$ cat src/rtl/pacman_pkg.sv
// Shared Pacman definitions: direction encoding, the frame update line,
// and the button-press priority encoder used by the input controller.
package pacman_pkg;

  localparam logic [1:0] DIR_UP    = 2'd0;
  localparam logic [1:0] DIR_LEFT  = 2'd1;
  localparam logic [1:0] DIR_DOWN  = 2'd2;
  localparam logic [1:0] DIR_RIGHT = 2'd3;

  // Vertical scan line on which Pacman, the ghosts and the input controller update
  localparam logic [9:0] FRAME_LINE = 10'd480;

  // A decoded press: valid when at least one button rose this cycle
  typedef struct packed {
    logic       valid;
    logic [1:0] dir;
  } press_t;

  // Press priority: up > left > down > right. Bit 0=up, 1=left, 2=down, 3=right.
  function automatic press_t encode_press(input logic [3:0] rise);
    press_t p;
    p.valid = |rise;
    if (rise[0]) begin
      p.dir = DIR_UP;
    end else if (rise[1]) begin
      p.dir = DIR_LEFT;
    end else if (rise[2]) begin
      p.dir = DIR_DOWN;
    end else begin
      p.dir = DIR_RIGHT;
    end
    return p;
  endfunction

endpackage

$ cat src/rtl/button_debouncer.sv
// One raw, asynchronous, active-high button: 2-FF synchroniser followed by a
// counting debouncer. 'level' is the accepted button level; 'rise' pulses for
// one cycle when the accepted level goes from 0 to 1.
module button_debouncer #(
  parameter int unsigned DEBOUNCE_CYCLES = 32'd125000,
  parameter int unsigned CNT_W           = 32'd17
) (
  input  logic clk,
  input  logic reset,
  input  logic raw,
  output logic level,
  output logic rise
);

  // Counter value on the last mismatching cycle before the new level is accepted
  localparam logic [CNT_W-1:0] LAST_CNT = CNT_W'(DEBOUNCE_CYCLES - 32'd1);
  localparam logic [CNT_W-1:0] CNT_ZERO = {CNT_W{1'b0}};
  localparam logic [CNT_W-1:0] CNT_ONE  = {{(CNT_W-1){1'b0}}, 1'b1};

  logic             sync_meta_r;
  logic             sync_r;
  logic             level_r;
  logic             rise_r;
  logic [CNT_W-1:0] cnt_r;

  logic             level_s;
  logic             rise_s;
  logic [CNT_W-1:0] cnt_s;

  // Two-flop synchroniser bringing the raw button into the clk domain
  always_ff @(posedge clk) begin
    if (reset) begin
      sync_meta_r <= 1'b0;
      sync_r      <= 1'b0;
    end else begin
      sync_meta_r <= raw;
      sync_r      <= sync_meta_r;
    end
  end

  // Debounce decision: count consecutive mismatching cycles, accept on the last one
  always_comb begin
    cnt_s   = cnt_r;
    level_s = level_r;
    rise_s  = 1'b0;
    if (sync_r == level_r) begin
      cnt_s = CNT_ZERO;
    end else if (cnt_r == LAST_CNT) begin
      level_s = sync_r;
      cnt_s   = CNT_ZERO;
      rise_s  = sync_r;
    end else begin
      cnt_s = cnt_r + CNT_ONE;
    end
  end

  // Debounce state and registered press pulse
  always_ff @(posedge clk) begin
    if (reset) begin
      cnt_r   <= CNT_ZERO;
      level_r <= 1'b0;
      rise_r  <= 1'b0;
    end else begin
      cnt_r   <= cnt_s;
      level_r <= level_s;
      rise_r  <= rise_s;
    end
  end

  assign level = level_r;
  assign rise  = rise_r;

endmodule

$ cat src/rtl/direction_input_ctrl.sv
// Turns four raw player buttons into Pacman's 2-bit direction input.
// The most recent debounced press is queued as a pending turn and applied
// only on the frame strobe, so Pacman sees one direction for a whole frame.
module direction_input_ctrl #(
  parameter int unsigned DEBOUNCE_CYCLES = 32'd125000,
  parameter int unsigned CNT_W           = 32'd17,
  parameter logic [9:0]  FRAME_LINE      = pacman_pkg::FRAME_LINE,
  parameter logic [1:0]  RESET_DIR       = pacman_pkg::DIR_RIGHT
) (
  input  logic       clk,
  input  logic       reset,
  input  logic       btn_up,
  input  logic       btn_left,
  input  logic       btn_down,
  input  logic       btn_right,
  input  logic [9:0] svpos,
  output logic [1:0] direction,
  output logic       dir_changed,
  output logic       pending
);

  import pacman_pkg::*;

  logic [3:0] rise_s;
  logic [3:0] btn_level_unused_s;
  press_t     press_s;
  logic       strobe_s;

  logic [9:0] svpos_q_r;
  logic [1:0] direction_r;
  logic [1:0] pend_dir_r;
  logic       pending_r;
  logic       dir_changed_r;

  logic [1:0] direction_s;
  logic [1:0] pend_dir_s;
  logic       pending_s;
  logic       dir_changed_s;
  logic [1:0] apply_dir_s;

  button_debouncer #(.DEBOUNCE_CYCLES(DEBOUNCE_CYCLES), .CNT_W(CNT_W)) u_db_up (
    .clk(clk), .reset(reset), .raw(btn_up),
    .level(btn_level_unused_s[0]), .rise(rise_s[0])
  );

  button_debouncer #(.DEBOUNCE_CYCLES(DEBOUNCE_CYCLES), .CNT_W(CNT_W)) u_db_left (
    .clk(clk), .reset(reset), .raw(btn_left),
    .level(btn_level_unused_s[1]), .rise(rise_s[1])
  );

  button_debouncer #(.DEBOUNCE_CYCLES(DEBOUNCE_CYCLES), .CNT_W(CNT_W)) u_db_down (
    .clk(clk), .reset(reset), .raw(btn_down),
    .level(btn_level_unused_s[2]), .rise(rise_s[2])
  );

  button_debouncer #(.DEBOUNCE_CYCLES(DEBOUNCE_CYCLES), .CNT_W(CNT_W)) u_db_right (
    .clk(clk), .reset(reset), .raw(btn_right),
    .level(btn_level_unused_s[3]), .rise(rise_s[3])
  );

  // Highest-priority press this cycle
  assign press_s = encode_press(rise_s);

  // Strobe on entry to the frame line only; svpos stays there for a whole line
  assign strobe_s = (svpos == FRAME_LINE) && (svpos_q_r != FRAME_LINE);

  // Turn queueing and frame-aligned application
  always_comb begin
    direction_s   = direction_r;
    pend_dir_s    = pend_dir_r;
    pending_s     = pending_r;
    dir_changed_s = 1'b0;
    apply_dir_s   = direction_r;
    if (strobe_s) begin
      // A press landing on the strobe is newer than anything queued
      if (press_s.valid) begin
        apply_dir_s = press_s.dir;
      end else if (pending_r) begin
        apply_dir_s = pend_dir_r;
      end else begin
        apply_dir_s = direction_r;
      end
      direction_s   = apply_dir_s;
      dir_changed_s = (apply_dir_s != direction_r);
      pending_s     = 1'b0;
    end else if (press_s.valid) begin
      pend_dir_s = press_s.dir;
      pending_s  = 1'b1;
    end else begin
      pending_s = pending_r;
    end
  end

  // Controller state; svpos_q clears so a reset held through line 480 still strobes
  always_ff @(posedge clk) begin
    if (reset) begin
      svpos_q_r     <= 10'd0;
      direction_r   <= RESET_DIR;
      pend_dir_r    <= 2'd0;
      pending_r     <= 1'b0;
      dir_changed_r <= 1'b0;
    end else begin
      svpos_q_r     <= svpos;
      direction_r   <= direction_s;
      pend_dir_r    <= pend_dir_s;
      pending_r     <= pending_s;
      dir_changed_r <= dir_changed_s;
    end
  end

  assign direction   = direction_r;
  assign pending     = pending_r;
  assign dir_changed = dir_changed_r;

endmodule

$ cat config.mk
export PLATFORM = sky130hd
export DESIGN_NAME = direction_input_ctrl
export DESIGN_NICKNAME = d
export VERILOG_FILES = /design/src/rtl/pacman_pkg.sv /design/src/rtl/button_debouncer.sv /design/src/rtl/direction_input_ctrl.sv
export SDC_FILE = /design/constraint.sdc
export NUM_CORES = 1
export LEC_CHECK = 0
export BUFFER_PORTS_ARGS = -buffer_cell sky130_fd_sc_hd__buf_4
export CAP_MARGIN = 20
export CORE_MARGIN = 1
export CORE_UTILIZATION = 32
export DETAILED_ROUTE_END_ITERATION = 16
export PLACE_DENSITY_LB_ADDON = 0.2
export SLEW_MARGIN = 0
export SYNTH_ARGS = -nofsm -noshare
export SYNTH_HDL_FRONTEND = slang
export SYNTH_SLANG_ARGS = --single-unit
$ cat constraint.sdc
create_clock -name clk -period 2.4 [get_ports clk]
set_input_delay 0 -clock clk [delete_from_list [all_inputs] [get_ports clk]]
set_output_delay 0 -clock clk [all_outputs]
set_load 0.05 [all_outputs]
# --- Word-level counts from Yosys, hierarchy flattened ---
# Index checks and enable logic that the tools add are counted.
word_totals:
  ff_bits: 100
  in_bits: 16
  output_inout_bits: 4
  wordCells: 72
op_classes:
  addsub: 4
  eq_ne: 11
  n_mux: 6
  bitwise_logic: 9
  n_reduce_logical: 17
op_table:
  columns: ["op", "n"]
  rows:
  - ["$add 17x1->17 const B", 4]
  - ["$eq 17x17->1 const B", 4]
  - ["$reduce_or 3->1", 8]
  - ["$eq 10x9->1 const B", 1]
  - ["$mux 2", 5]
  - ["$ne 10x9->1 const B", 1]
  - ["$reduce_and 2->1", 5]
  - ["$not 1->1", 9]
  - ["$eq 1x1->1", 4]
  - ["$reduce_or 2->1", 2]
  - ["$reduce_or 4->1", 1]
  - ["$ne 2x2->1", 1]
  - ["$logic_and 1x1->1", 1]
  - ["$mux 1", 1]

# --- Longest topological paths before layout ---
depth:
  word_depth: 6
  mapped_depth: 7
  ltp_nobuf: 5

# --- Cells and area by module ---
# A second synthesis with hierarchy kept.
hier_totals:
  cells_unflattened: 468
  hier_area_um2: 4361.7
modules_own_cells:
  columns: ["mod", "n_inst", "cells_each", "area_each_um2", "seq_area_each_um2"]
  rows:
  - ["button_debouncer", 4, 101, 928.4, 420.4]
  - ["direction_input_ctrl", 1, 64, 648.1, 320.3]

# --- Least setup slack after synthesis ---
# Ideal clock, no wire load.
synth_path:
  path_kind: "register to register"
  from: "register pending_r (netlist: pending)"
  to: "register dir_changed_r (netlist: dir_changed)"
  setup_ns: 0.114
  t_arrival_ns: 1.771
  required_ns: 2.286
  path_slack_ns: 0.515
  stages_incl_launch_ff: 5
  path_buffers: 0
  synth_period_minus_slack_ns: 1.885
  cell_sequence: "dfxtp_1 > mux2_2 > o31a_1 > xnor2_1 > a2111oi_0"
synth_via:
  elab_chain_cells: 4
synth_lines:
  columns: ["item", "line", "text"]
  rows:
  - ["start: declaration", "direction_input_ctrl.sv:32", "logic pending_r;"]
  - ["start signal: assignment", "direction_input_ctrl.sv:106", "pending_r <= pending_s;"]
  - ["$mux 2", "direction_input_ctrl.sv:78", "end else if (pending_r) begin"]
  - ["$mux 2", "direction_input_ctrl.sv:76", "if (press_s.valid) begin"]
  - ["$mux 2", "direction_input_ctrl.sv:74", "if (strobe_s) begin"]
  - ["$ne 2x2->1", "direction_input_ctrl.sv:84", "dir_changed_s = (apply_dir_s != direction_r);"]
  - ["end signal: assignment", "direction_input_ctrl.sv:107", "dir_changed_r <= dir_changed_s;"]
  - ["end: declaration", "direction_input_ctrl.sv:33", "logic dir_changed_r;"]
# No other way between the ends. The select of a mux whose other input is x is not followed.
# A chain may end at the register's enable or synchronous reset.

# --- Final worst setup path ---
layout_path:
  from: "register u_db_up.cnt_r[3]"
  to: "register u_db_up.cnt_r[9]"
layout_via:
  elab_chain_cells: 2
  word_cells_on_any_way: 3
  cone_classes: "add/sub (1); eq/ne (1); reduce/logical (1)"
layout_lines:
  columns: ["item", "line", "text"]
  rows:
  - ["start: declaration", "button_debouncer.sv:24", "logic [CNT_W-1:0] cnt_r;"]
  - ["start signal: assignment", "button_debouncer.sv:64", "cnt_r <= cnt_s;"]
  - ["parallel branches: the longest is 2 deep, another holds $add 17x1->17", null, null]
# Parallel ways; which one is timed is not known.

==> results.toml <==
[status]
status = "complete, no violations"

[min_path]
hp-class = "in2reg"

[yosys]
synth_fp_nets = 481
area_fraction_in_compound_gates_after_synthesis_pct = 4.367
main_combinational_cell_family_by_area_after_synthesis = "simple AND/OR/NAND/NOR gates"
synth.lib_cells_used.distinct = 46
synth-edff-count = 0
synth_mux_area_share_pct = 0.9804
synthDominantCellAreaShare_pct = 47.53
ys_warn_count = 0
post_synth_inst_count = 461
flip_flop_and_latch_count_after_synthesis = 100
syn_area_sq_mm = 0.004212
synth_simple_gate_area_share_pct = 30.99
synth_xor_area_share_pct = 12.48
synth_async_reset_ratio_pct = 0
synth-seq-area-share_pct = 47.53
synth_area_per_cell_sq_um = 9.136
netlist_top_cells_area = "sky130_fd_sc_hd__dfxtp_1 (48%), sky130_fd_sc_hd__xnor2_1 (9.4%), sky130_fd_sc_hd__nor2_1 (6.8%)"
synth_adder_area_share_pct = 1.188
netlist.top_cell.by_area = "sky130_fd_sc_hd__dfxtp_1"
synth_ff_type = "sky130_fd_sc_hd__dfxtp_1"

[global_routing]
grt_first_pass_wirelength_microns = 13920
grt_overflow = 0
grt_antenna_before_repair = 0
grt_start_max_net_pins = 34
first_global_vias = 3102
grt.total_usage_pct = 13.14

[sta]
slew_headroom_pct = 63.33
report.final.slew_viol_count = 0
finalCritPeriodShare_pct = 83.13
timing.setup.tns_ns = 0
unrepaired_setup_endpoints_after_global_routing = "false"
hold_viol = 0
worst-slew-pin-transition_ns = 0.5487
finalCriticalPeriod_ns = 1.995
final.hold.worst_slack_ns = 0.04980
final.setup_skew_ns = 0.005651
fmax_mhz = 501.2
final-setup-viol-count = 0

[route]
route.detailed.vias_per_inst = 4.846
drt-pass1-iter-count = 4
route.detailed.drc = 0
wl_per_cell_microns = 11.74
postRouteAntennaNets = 0
detailedRoute.firstIterationViolations = 135
via_count = 3266
final_routed_wirelength_across_all_metal_layers_microns = 7915

[setup_path]
worst-endpoint-arrival_ns = 2.20
regToRegSetupSlack_ns = 0.40
timing.critical_path.to_type = "register"
start_kind = "register"
critPathRequiredTime_ns = 2.61
timing_worst_setup_path_type = "reg2reg"
worstPathMaxFanout = 17

[layout]
final_antenna_diode_count = 0
share_of_layout_cells_above_drive_strength_1_pct = 9.363
cell_count_final_fillers_out = 674
area.growth.synth_to_final_pct = 18.03
fillCellCount = 1368
finalNetCount = 517

[clock_network]
clock_tree_from_tritoncts = "yes"
tritoncts.num_buffers = 9
clock_path_buffers = 2
htree_num_levels = 3
number_of_buffers_inserted_to_repair_setup_after_cts = 0
cts_root_buffer = "sky130_fd_sc_hd__clkbuf_16"
worst_skew_pair.late_latency_ns = 0.34
clk_transition_reported_paths_ns = 0.06
cts_num_sinks = 100

[floorplan]
num_io_pins = 20
initial_utilization_pct = 33.10
fp.coreArea_sq_mm = 0.01272
floorplan.die.width_microns = 116.7
core.rowCount = 41
dieArea_sq_mm = 0.01362
fp.dieH_microns = 116.7

[placed_design]
port_buffers = 19
place.detailed.hpwl_microns = 5657
placed_cell_count = 644
place.gp.congestion = 0.7893

[pwr]
total_leakage_power_nw = 1.558
vdd_drop_max_v = 0.0003183
power.density_cell_area_mw_per_mm2 = 633.6

[run]
drv_cap = 0
==> synth_stat cells (4+ instances only) <==
library cell / instances
sky130_fd_sc_hd__nor2_1: 76
sky130_fd_sc_hd__o21ai_0: 6
sky130_fd_sc_hd__nand2_1: 18
sky130_fd_sc_hd__xnor2_1: 45
sky130_fd_sc_hd__nor2b_1: 19
sky130_fd_sc_hd__clkbuf_1: 7
sky130_fd_sc_hd__nor4_1: 21
sky130_fd_sc_hd__nor4b_1: 5
sky130_fd_sc_hd__dfxtp_1: 100
sky130_fd_sc_hd__and4b_1: 4
sky130_fd_sc_hd__and3_1: 9
sky130_fd_sc_hd__a21oi_1: 10
sky130_fd_sc_hd__nand4b_1: 5
sky130_fd_sc_hd__nand4_1: 15
sky130_fd_sc_hd__ha_1: 4
sky130_fd_sc_hd__or3_1: 4
sky130_fd_sc_hd__xor2_1: 15
sky130_fd_sc_hd__nor3_1: 13
sky130_fd_sc_hd__nand3_1: 34
sky130_fd_sc_hd__or4_1: 4
sky130_fd_sc_hd__inv_1: 12
==> registers in the layout, indices dropped and copies added (netlist names), 2 cells and up <==
name              flops
u_db_left.cnt_r      17
u_db_right.cnt_r     17
u_db_up.cnt_r        17
svpos_q_r            10
u_db_down.cnt_r      17
pend_dir_r            2
direction             2
==> worst max-delay path, cell delays in order, from the launching register on <==
cell	delay, ns
sky130_fd_sc_hd__dfxtp_1	0.36
sky130_fd_sc_hd__or4_1	0.57
sky130_fd_sc_hd__nor4_4	0.30
sky130_fd_sc_hd__a211o_1	0.52
sky130_fd_sc_hd__nor2_1	0.11
==> path summary, 6_finish.rpt <==
path                                           from               end  cells after the start
worst max register to register     u_db_up.cnt_r[3]  u_db_up.cnt_r[9]                      4
worst min register to register  u_db_up.sync_meta_r    u_db_up.sync_r                      1
worst min-delay path                          reset  u_db_right.level                      2
worst max-delay path               u_db_up.cnt_r[3]  u_db_up.cnt_r[9]                      4
==> stage by stage <==
| step | worst slack, ns | power [mW] | cell area [sq um] | util, % |
|---|---|---|---|---|
| after floorplan | 0.5150 | 1.755 | 4212 | - |
| after global placement | 0.4337 | 1.785 | 4541 | 35.69 |
| after detailed placement | 0.3812 | 1.786 | 4541 | 35.69 |
| final | 0.4049 | 3.150 | 4971 | 39.07 |
| after CTS | 0.3539 | 3.206 | 4971 | 39.07 |
| after global routing | 0.2385 | 3.272 | 4971 | 39.07 |
==> per-layer routing <==
layer / routed length, microns / track usage [%]
met1: 3918 / 17.02
met2: 3641 / 20.67
met3: 197 / 2.802
met4: 158 / 6.582
met5: 0 / 0
==> cell usage in the layout, fill, tap and decap left out, types with 5 or more instances in the layout <==
master	n
sky130_fd_sc_hd__nor4_1	21
sky130_fd_sc_hd__inv_1	12
sky130_fd_sc_hd__nand3_1	34
sky130_fd_sc_hd__dlygate4sd3_1	14
sky130_fd_sc_hd__o21ai_0	6
sky130_fd_sc_hd__nor3_1	13
sky130_fd_sc_hd__xor2_1	15
sky130_fd_sc_hd__clkbuf_16	9
sky130_fd_sc_hd__nand2_1	18
sky130_fd_sc_hd__nor4b_1	5
sky130_fd_sc_hd__nand4b_1	5
sky130_fd_sc_hd__nor2b_1	19
sky130_fd_sc_hd__xnor2_1	45
sky130_fd_sc_hd__nand4_1	15
sky130_fd_sc_hd__nor2_1	76
sky130_fd_sc_hd__buf_4	23
sky130_fd_sc_hd__dfxtp_1	100
sky130_fd_sc_hd__a21oi_1	10
sky130_fd_sc_hd__and3_1	9
==> cells by family (layout without fill, tap and decap cells) <==
logic type | after synthesis | count (layout)
simple gates | 240 | 240
buf+inv | 24 | 65
flops | 100 | 100
fa+ha+maj | 4 | 4
xor+xnor | 60 | 60
mux | 4 | 4
compound gates | 29 | 29
==> layout make-up <==
type                            instances  area [sq um]  share of cell area [%]
Clock buffer                           13         270.3                   5.437
Clock inverter                          3         20.02                  0.4027
Inverter                               12         45.04                  0.9061
Multi-Input combinational cell        337          2106                   42.36
Sequential cell                       100          2002                   40.27
Tap cell                              172         215.2                   4.329
Timing Repair Buffer                   37         312.8                   6.292
==> power breakdown <==
group / switching (mW) / internal, mW / leakage (nW)
Clock: 0.597 / 0.786 / 0.138
Sequential: 0.00687 / 1.68 / 0.810
Combinational: 0.0362 / 0.0466 / 0.610
==> timing repair <==
item                                    in CTS  in global routing
hold buffers                                14                  0
endpoints found under the setup margin       0                  0
hold endpoints to repair                    14                  0
gates resized for setup                      0                  0
Power figures use the tool's default switching activity.
